### config.mk
export PLATFORM = sky130hd
export DESIGN_NAME = alarm_ctrl
export DESIGN_NICKNAME = d
export VERILOG_FILES = /design/src/rtl/alarm_ctrl.sv
export SDC_FILE = /design/constraint.sdc
export NUM_CORES = 1
export LEC_CHECK = 0
export BUFFER_PORTS_ARGS = -buffer_cell sky130_fd_sc_hd__buf_2
export CORE_ASPECT_RATIO = 0.7
export CORE_MARGIN = 2
export CORE_UTILIZATION = 30
export DETAILED_ROUTE_END_ITERATION = 10
export PLACE_DENSITY = 0.62
export SLEW_MARGIN = 20
export SYNTH_ARGS = -nofsm -noshare
export SYNTH_HDL_FRONTEND = slang
export SYNTH_SLANG_ARGS = --single-unit
### constraint.sdc
create_clock -name div_clk -period 2.7 [get_ports div_clk]
set_input_delay 0.54 -clock div_clk [delete_from_list [all_inputs] [get_ports div_clk]]
set_output_delay 0.54 -clock div_clk [all_outputs]
set_load 0.01 [all_outputs]
### src/rtl/alarm_ctrl.sv
// alarm_ctrl: alarm-clock alarm controller on the 1 Hz divided clock.
//
// Holds an editable BCD alarm time and rings when the current time matches it.
// RING lasts RING_SECS cycles with a blinking indicator. A snooze request during
// RING parks the alarm in SNOOZE for SNOOZE_SECS cycles and then rings again, up
// to MAX_SNOOZE times per alarm event.
//
// Ports:
//   div_clk, rst_n                    1 Hz tick, asynchronous active-low reset
//   alarm_on, set_en                  alarm enable switch, alarm-edit mode (levels)
//   sel_pulse, inc_pulse              edit controls: next field, increment field
//   stop_pulse, snooze_pulse          cancel ringing/snooze, request snooze
//   hourH..secL                       current time, BCD digits
//   alarm_hourH..alarm_secL           stored alarm time, BCD digits, registered
//   field_sel                         field being edited: 0 hour, 1 minute, 2 second
//   ringing, snoozing                 FSM state flags
//   alarm_led                         active-low indicator (blinks while ringing)
module alarm_ctrl #(
    parameter int RING_SECS   = 10,
    parameter int SNOOZE_SECS = 60,
    parameter int MAX_SNOOZE  = 3
) (
    input  logic       div_clk,
    input  logic       rst_n,
    input  logic       alarm_on,
    input  logic       set_en,
    input  logic       sel_pulse,
    input  logic       inc_pulse,
    input  logic       stop_pulse,
    input  logic       snooze_pulse,
    input  logic [3:0] hourH,
    input  logic [3:0] hourL,
    input  logic [3:0] minH,
    input  logic [3:0] minL,
    input  logic [3:0] secH,
    input  logic [3:0] secL,
    output logic [3:0] alarm_hourH,
    output logic [3:0] alarm_hourL,
    output logic [3:0] alarm_minH,
    output logic [3:0] alarm_minL,
    output logic [3:0] alarm_secH,
    output logic [3:0] alarm_secL,
    output logic [1:0] field_sel,
    output logic       ringing,
    output logic       snoozing,
    output logic       alarm_led
);

    // Widths cover the largest value each counter can hold; the guard keeps
    // MAX_SNOOZE = 0 from producing a zero-width vector.
    localparam int RW = $clog2(RING_SECS + 1);
    localparam int DW = $clog2(SNOOZE_SECS + 1);
    localparam int SW = (MAX_SNOOZE < 1) ? 1 : $clog2(MAX_SNOOZE + 1);

    localparam logic [RW-1:0] RING_LAST   = RW'(RING_SECS - 1);
    localparam logic [DW-1:0] SNOOZE_LOAD = DW'(SNOOZE_SECS - 1);
    localparam logic [SW-1:0] SNOOZE_MAX  = SW'(MAX_SNOOZE);

    typedef enum logic [1:0] {
        IDLE   = 2'd0,
        RING   = 2'd1,
        SNOOZE = 2'd2
    } state_t;

    state_t        state, state_nx;
    logic [RW-1:0] ring_cnt, ring_cnt_nx;
    logic [SW-1:0] snooze_cnt, snooze_cnt_nx;
    logic [DW-1:0] delay_cnt, delay_cnt_nx;
    logic          match;
    logic          abort_req;

    // Two-digit BCD increment that wraps to 00 after {hi_max, lo_max}.
    function automatic logic [7:0] bcd_inc(input logic [3:0] hi, input logic [3:0] lo,
                                           input logic [3:0] hi_max, input logic [3:0] lo_max);
        logic [7:0] r;
        if (hi == hi_max && lo == lo_max) begin
            r = 8'h00;
        end else if (lo == 4'd9) begin
            r = {hi + 4'd1, 4'd0};
        end else begin
            r = {hi, lo + 4'd1};
        end
        return r;
    endfunction

    // Alarm-time editing. The increment uses the field selected before this
    // cycle's sel_pulse takes effect; leaving edit mode returns to the hour field.
    always_ff @(posedge div_clk or negedge rst_n) begin
        if (!rst_n) begin
            alarm_hourH <= 4'd0;
            alarm_hourL <= 4'd7;
            alarm_minH  <= 4'd0;
            alarm_minL  <= 4'd0;
            alarm_secH  <= 4'd0;
            alarm_secL  <= 4'd0;
            field_sel   <= 2'd0;
        end else if (set_en) begin
            if (inc_pulse) begin
                case (field_sel)
                    2'd0:    {alarm_hourH, alarm_hourL} <= bcd_inc(alarm_hourH, alarm_hourL, 4'd2, 4'd3);
                    2'd1:    {alarm_minH, alarm_minL}   <= bcd_inc(alarm_minH, alarm_minL, 4'd5, 4'd9);
                    2'd2:    {alarm_secH, alarm_secL}   <= bcd_inc(alarm_secH, alarm_secL, 4'd5, 4'd9);
                    default: begin end
                endcase
            end
            if (sel_pulse) begin
                field_sel <= (field_sel == 2'd2) ? 2'd0 : field_sel + 2'd1;
            end
        end else begin
            field_sel <= 2'd0;
        end
    end

    // Match is suppressed while editing or disabled, so a half-edited alarm
    // time can never trigger.
    always_comb begin
        match = alarm_on && !set_en &&
                hourH == alarm_hourH && hourL == alarm_hourL &&
                minH  == alarm_minH  && minL  == alarm_minL  &&
                secH  == alarm_secH  && secL  == alarm_secL;
        abort_req = !alarm_on || set_en;
    end

    // State and counter registers.
    always_ff @(posedge div_clk or negedge rst_n) begin
        if (!rst_n) begin
            state      <= IDLE;
            ring_cnt   <= '0;
            snooze_cnt <= '0;
            delay_cnt  <= '0;
        end else begin
            state      <= state_nx;
            ring_cnt   <= ring_cnt_nx;
            snooze_cnt <= snooze_cnt_nx;
            delay_cnt  <= delay_cnt_nx;
        end
    end

    // Next-state logic. Order of tests inside RING/SNOOZE encodes the priority:
    // disable/edit, then stop, then snooze, then timeout. A snooze request past
    // the limit falls through to the normal ring count.
    always_comb begin
        state_nx      = state;
        ring_cnt_nx   = ring_cnt;
        snooze_cnt_nx = snooze_cnt;
        delay_cnt_nx  = delay_cnt;
        case (state)
            IDLE: begin
                if (match) begin
                    state_nx      = RING;
                    ring_cnt_nx   = '0;
                    snooze_cnt_nx = '0;
                end
            end
            RING: begin
                if (abort_req || stop_pulse) begin
                    state_nx = IDLE;
                end else if (snooze_pulse && snooze_cnt < SNOOZE_MAX) begin
                    state_nx      = SNOOZE;
                    snooze_cnt_nx = snooze_cnt + SW'(1);
                    delay_cnt_nx  = SNOOZE_LOAD;
                end else if (ring_cnt == RING_LAST) begin
                    state_nx = IDLE;
                end else begin
                    ring_cnt_nx = ring_cnt + RW'(1);
                end
            end
            SNOOZE: begin
                if (abort_req || stop_pulse) begin
                    state_nx = IDLE;
                end else if (delay_cnt == '0) begin
                    state_nx    = RING;
                    ring_cnt_nx = '0;
                end else begin
                    delay_cnt_nx = delay_cnt - DW'(1);
                end
            end
            default: begin
                state_nx = IDLE;
            end
        endcase
    end

    // Outputs decoded from registered state. The LED blink follows the ring
    // counter's LSB so it starts lit (low) on every entry into RING.
    always_comb begin
        ringing   = (state == RING);
        snoozing  = (state == SNOOZE);
        alarm_led = (state == RING) ? ring_cnt[0] : 1'b1;
    end

endmodule

==> run summary, run 1 <==
Outcome -> finished, final reports clean
Unique cell type count in the Yosys netlist -> 48
Mean Syn Cell Area -> 9.24 um^2
Largest area contributor in the netlist -> dfrtp_1
PwrDens -> 713 mW/mm^2
Critical path capture point type -> flop
CP Data Required Time -> 2.85 ns
CP delay by family, top -> simple AND/OR/NAND/NOR gates
Post-CTS Setup Inserts -> 0
Initial Util -> 30.7%
Port Buffer Count -> 60
VDD IR max -> 0.250 mV
Gr usage total -> 14.2%
Largest net degree at the start of global routing -> 41
Place WS -> 0.542 ns
Grt total ovfl -> 0
Syn Nets -> 327
Max-slew headroom -> 38.8%
Hold Vio Cnt, Final -> 0
Synth top area cells -> dfrtp_1 (36%), ha_1 (8.3%), xor2_1 (5.8%), o21ai_1 (4.3%), nand2_1 (4.1%)
DP HPWL -> 5120 um
Final Critical Period -> 1.98 ns
Max incr delay on CP -> 0.47 ns
Critical Path, Cell by Cell -> xor2_1 > nor4_1 > nand4b_1 > nor4_4 > a31oi_1
CP startpoint kind -> flop
Setup TNS -> 0 ns
Post-route ant nets -> 0
Clk root buf -> clkbuf_16
Worst-Skew Late Latency -> 0.29 ns
Starting DRC count in detailed routing -> 131
First-pass GRT wire length -> 10200 um
# IOs -> 61
Final nets -> 394
WHS -> 0.389 ns
Die area -> 0.00933 mm^2
Total chip power -> 2270 uW
Setup violators final -> 0
Worst Skew -> 0.00664 ns
Vias in the first global route -> 2031
RSZ-0062 raised after global routing -> false
Most common cell in the synthesized netlist -> dfrtp_1
PnR worst setup slack -> 0.715 ns
Detailed-route via count -> 2250
Hold/Removal Path Class -> in2async
Max Freq -> 0.504 GHz
Detailed Route WL -> 6500 um
Max-Cap Viols -> 0
Core Area -> 0.00837 mm^2
Initial antenna violation count -> 0
Die Y -> 81.4 um
Buf+Inv Stages, Crit Path -> 0
Deepest clock path buffer count -> 2
Final worst path period share -> 73.5%
# hold bufs at CTS -> 0
First drt pass iteration count -> 4
CTS H-tree lvls -> 2
Pleak -> 0.00154 uW
CP Class -> reg2reg
Async set-reset flop share out of synthesis -> 100%
CTS tree -> yes
Vias per cell -> 4.99
Slew @ Worst Pin -> 0.918 ns
Fraction of layout cells with a size suffix above 1 -> 23.1%
Primary FF master, synth -> dfrtp_1
Area Growth Syn to Fin -> 23.8%
Post-synth EDFFs -> 0
Syn. warnings -> 0
Mapped Area -> 0.00257 mm^2
Die width -> 115 um
Most frequent cells after synthesis -> dfrtp_1 (37), nand2_1 (28), o21ai_1 (22)
Number of cell rows -> 28
Sequential area share after synthesis -> 39.1%
Drt drc -> 0
Reg clk slew, reported paths -> 0.06 ns
CP max-delay cell -> dfrtp_1
Clk sink count -> 40
Slew Limit Fails -> 0
Syn Inst Count -> 278
Crit Path Max Fanout -> 7
Post-DR wirelength/cell -> 14.4 um
Number of synthesized register bits -> 40
Post-CTS resize count -> 0
TritonCTS Buffers -> 5
Gpl congestion -> 0.869
Worst Path Arrival -> 2.13 ns
Diode count -> 0
Yosys top cell area share -> 36.0%
==> metal layers <==
| metal | vias to the layer above | part of all wire, % | global-route usage (%) |
|---|---|---|---|
| met1 | 1071 | 51 | 20.6 |
| met5 | - | 0 | 0 |
| met4 | 0 | 1.6 | 5.12 |
| met2 | 56 | 42 | 20.7 |
| met3 | 8 | 5.3 | 3.39 |
| li1 | 1115 | - | - |
==> worst reg2reg max path, stage by stage (launching register included) <==
cell      delay, ns
dfrtp_1        0.47
xor2_1         0.21
nor4_1         0.37
nand4b_1       0.20
nor4_4         0.45
a31oi_1        0.15
==> state kept, by name, summed over array words and instances (netlist names) <==
name / flops
delay_cnt: 6
alarm_hourH: 4
alarm_hourL: 4
alarm_minH: 4
alarm_minL: 4
alarm_secH: 4
alarm_secL: 4
ring_cnt: 4
field_sel: 2
snooze_cnt: 2
state: 2
==> cell type report <==
cell class | count | area, um^2
Sequential cell | 40 | 1000
Fill cell | 845 | 5190
Tap cell | 105 | 131
Multi-Input combinational cell | 219 | 1490
Clock inverter | 1 | 30.0
Timing Repair Buffer | 61 | 308
Clock buffer | 7 | 153
Inverter | 18 | 67.6
==> kinds of logic (layout without fill, tap and decap cells) <==
| logic type | count (synthesis) | in the layout | share of synthesized area, % |
|---|---|---|---|
| AO/OA/AOI/OAI | 57 | 57 | 13.5 |
| flip-flops | 40 | 40 | 39.1 |
| buffers and inverters | 19 | 87 | 3.07 |
| XOR/XNOR | 27 | 27 | 9.21 |
| AND/OR/NAND/NOR | 109 | 109 | 23.0 |
| multiplexers | 9 | 9 | 3.80 |
| adder cells (fa/ha/maj) | 17 | 17 | 8.28 |
==> layout by cell type (no fill, tap or decap), drive strengths merged, types with 7 or more instances in the layout <==
cell type	instances
a21oi	10
buf	61
clkbuf	7
dfrtp	37
ha	17
inv	17
nand2	28
nand3	9
nor2	17
nor2b	9
nor3	12
o21ai	26
xnor2	10
xor2	17
==> per-stage QoR <==
step	cell area, um^2	util (%)	instances
detailed placement	3000	35.8	443
CTS	3180	38.0	451
finish	3180	38.0	451
global route	3180	38.0	451
global placement	3000	35.8	443
floorplan	2570	-	278
==> final timing paths <==
kind,startpoint,to,slack [ns],depth (start not counted)
max,alarm_secL[3],ring_cnt[0],0.72,5
min,rst_n,delay_cnt[3],0.39,1
max reg2reg,alarm_secL[3],ring_cnt[0],0.72,5
min reg2reg,delay_cnt[0],delay_cnt[0],0.53,1
max in group asynchronous,rst_n,alarm_minL[2],1.74,1
min in group div_clk,delay_cnt[0],delay_cnt[0],0.53,1
==> where the power goes <==
part	internal, uW	switching [uW]	leakage [uW]	total, uW
registers	719	195	0.000497	914
clock network	487	237	0.0000901	724
logic	289	341	0.000949	630
total	1490	772	0.00154	2270
Power figures use the tool's default switching activity.
==> inputs of run 2 (changes only) <==
==> constraint.sdc (replaced) <==
create_clock -name div_clk -period 1.9 [get_ports div_clk]
set_input_delay 0.38 -clock div_clk [delete_from_list [all_inputs] [get_ports div_clk]]
set_output_delay 0.38 -clock div_clk [all_outputs]
set_load 0.01 [all_outputs]
==> run summary, run 2 (same netlist as run 1, synthesis figures left out) <==
Outcome -> finished, final reports clean (unchanged)
Pleak -> 0.00166 uW (was 0.00154 uW)
CP Class -> reg2reg (unchanged)
Gpl congestion -> 0.899 (was 0.869)
Area Growth Syn to Fin -> 31.6% (was 23.8%)
TritonCTS Buffers -> 5 (unchanged)
Hold/Removal Path Class -> in2async (unchanged)
Initial antenna violation count -> 0 (unchanged)
VDD IR max -> 0.489 mV (was 0.250 mV)
Fraction of layout cells with a size suffix above 1 -> 28.4% (was 23.1%)
Slew @ Worst Pin -> 0.400 ns (was 0.918 ns)
CP startpoint kind -> flop (unchanged)
Detailed-route via count -> 2354 (was 2250)
DP HPWL -> 5350 um (was 5120 um)
Largest Register -> delay_cnt (unchanged)
Commonest cells after routing, fill and taps aside -> buf_2 (60), dfrtp_1 (37), nand2_1 (28) (unchanged)
Initial Util -> 30.7% (unchanged)
Setup violators final -> 0 (unchanged)
Final nets -> 418 (was 394)
First drt pass iteration count -> 4 (unchanged)
Crit Path Max Fanout -> 7 (unchanged)
PwrDens -> 968 mW/mm^2 (was 713 mW/mm^2)
Core Area -> 0.00837 mm^2 (unchanged)
Leading cell type in the layout, fill and taps excluded -> buf_2 (unchanged)
Largest net degree at the start of global routing -> 21 (was 41)
Finished Core Util -> 40.4% (was 38.0%)
Drt drc -> 0 (unchanged)
CP Data Required Time -> 2.05 ns (was 2.85 ns)
First-pass GRT wire length -> 10400 um (was 10200 um)
Worst Path Arrival -> 1.99 ns (was 2.13 ns)
Max-Cap Viols -> 0 (unchanged)
Max FFs per register -> 6 (unchanged)
Detailed Route WL -> 6600 um (was 6500 um)
Deepest clock path buffer count -> 2 (unchanged)
Area occupied by multi-input gates -> 0.00149 mm^2 (about the same)
Post-route ant nets -> 0 (unchanged)
Setup TNS -> 0 ns (unchanged)
Worst Skew -> 0.00463 ns (was 0.00664 ns)
RSZ-0062 raised after global routing -> false (unchanged)
Number of cell rows -> 28 (unchanged)
Reg clk slew, reported paths -> 0.06 ns (about the same)
Post-DR wirelength/cell -> 13.9 um (was 14.4 um)
CTS H-tree lvls -> 2 (unchanged)
Filler cell count -> 806 (was 845)
Port Buffer Count -> 60 (unchanged)
Clk sink count -> 40 (unchanged)
Die Y -> 81.4 um (unchanged)
Max Freq -> 0.543 GHz (was 0.504 GHz)
Hold Vio Cnt, Final -> 0 (unchanged)
Clk root buf -> clkbuf_16 (unchanged)
Max-slew headroom -> 73.1% (was 38.8%)
Diode count -> 0 (unchanged)
Die width -> 115 um (unchanged)
Total chip power -> 3270 uW (was 2270 uW)
Gr usage total -> 14.5% (was 14.2%)
Starting DRC count in detailed routing -> 100 (was 131)
FF+latch area -> 0.00100 mm^2 (unchanged)
Final worst path period share -> 96.9% (was 73.5%)
Slew Limit Fails -> 0 (unchanged)
Grt total ovfl -> 0 (unchanged)
Critical path capture point type -> flop (unchanged)
# IOs -> 61 (unchanged)
Die area -> 0.00933 mm^2 (unchanged)
CTS tree -> yes (unchanged)
Final Critical Period -> 1.84 ns (was 1.98 ns)
Vias per cell -> 4.96 (was 4.99)
Worst-Skew Late Latency -> 0.28 ns (was 0.29 ns)
Vias in the first global route -> 2112 (was 2031)
==> run 2: final cells by class <==
cell class | count | area share (%)
repair buffers | 85 | 14.8
clock inverters | 1 | 0.889
well taps | 105 | 3.89
multi-input cells | 219 | 44.2
flip-flops and latches | 40 | 29.7
clock buffers | 7 | 4.52
inverters | 18 | 2.00
==> run 2: critical path, cell delays in order (launching register included) <==
cell and delay [ns]:
dfrtp_1 0.40, xor2_1 0.18, nor4_1 0.41, nand4b_1 0.20, nor4_4 0.23, buf_4 0.19, o311ai_1 0.09
==> run 2: metal layers <==
metal	global-route usage (%)	vias to the layer above	part of all wire [%]
met5	0	-	0
met2	20.9	57	42
met3	3.84	11	5.5
met1	21.3	1112	50
met4	4.02	0	1.7
li1	-	1174	-
==> run 2: timing repair <==
item                       CTS  global route
hold buffers                 0             0
setup endpoints to repair    0             1
setup buffers                0             0
resized for setup            0             1
hold endpoints to repair     0             0
==> run 2: power by group <==
group	switching (uW)	internal (uW)	total, uW
registers	237	1020	1260
logic	529	462	991
clock network	329	691	1020
total	1090	2180	3270
==> run 2: stage by stage <==
step | std cells | cell area (um^2) | setup slack, ns | hold slack, ns
floorplan | 278 | 2570 | 0.102 | 0.0844
global placement | 467 | 3190 | 0.0548 | 0.343
detailed placement | 467 | 3190 | 0.00975 | 0.336
CTS | 475 | 3370 | 0.0666 | 0.0300
global route | 475 | 3380 | 0.0151 | 0.0460
finish | 475 | 3380 | 0.0595 | 0.0198
==> run 2: worst paths after layout <==
path | slack [ns] | cells after the start | endpoint | start
setup / recovery | 0.06 | 6 | snooze_cnt[0] | alarm_secL[3]
max in group asynchronous | 1.35 | 2 | alarm_hourL[2] | rst_n
hold reg to reg | 0.52 | 2 | alarm_hourL[1] | alarm_hourL[1]
min in group div_clk | 0.43 | 3 | field_sel[1] | sel_pulse
hold / removal | 0.02 | 1 | alarm_secL[2] | rst_n
setup reg to reg | 0.06 | 6 | snooze_cnt[0] | alarm_secL[3]
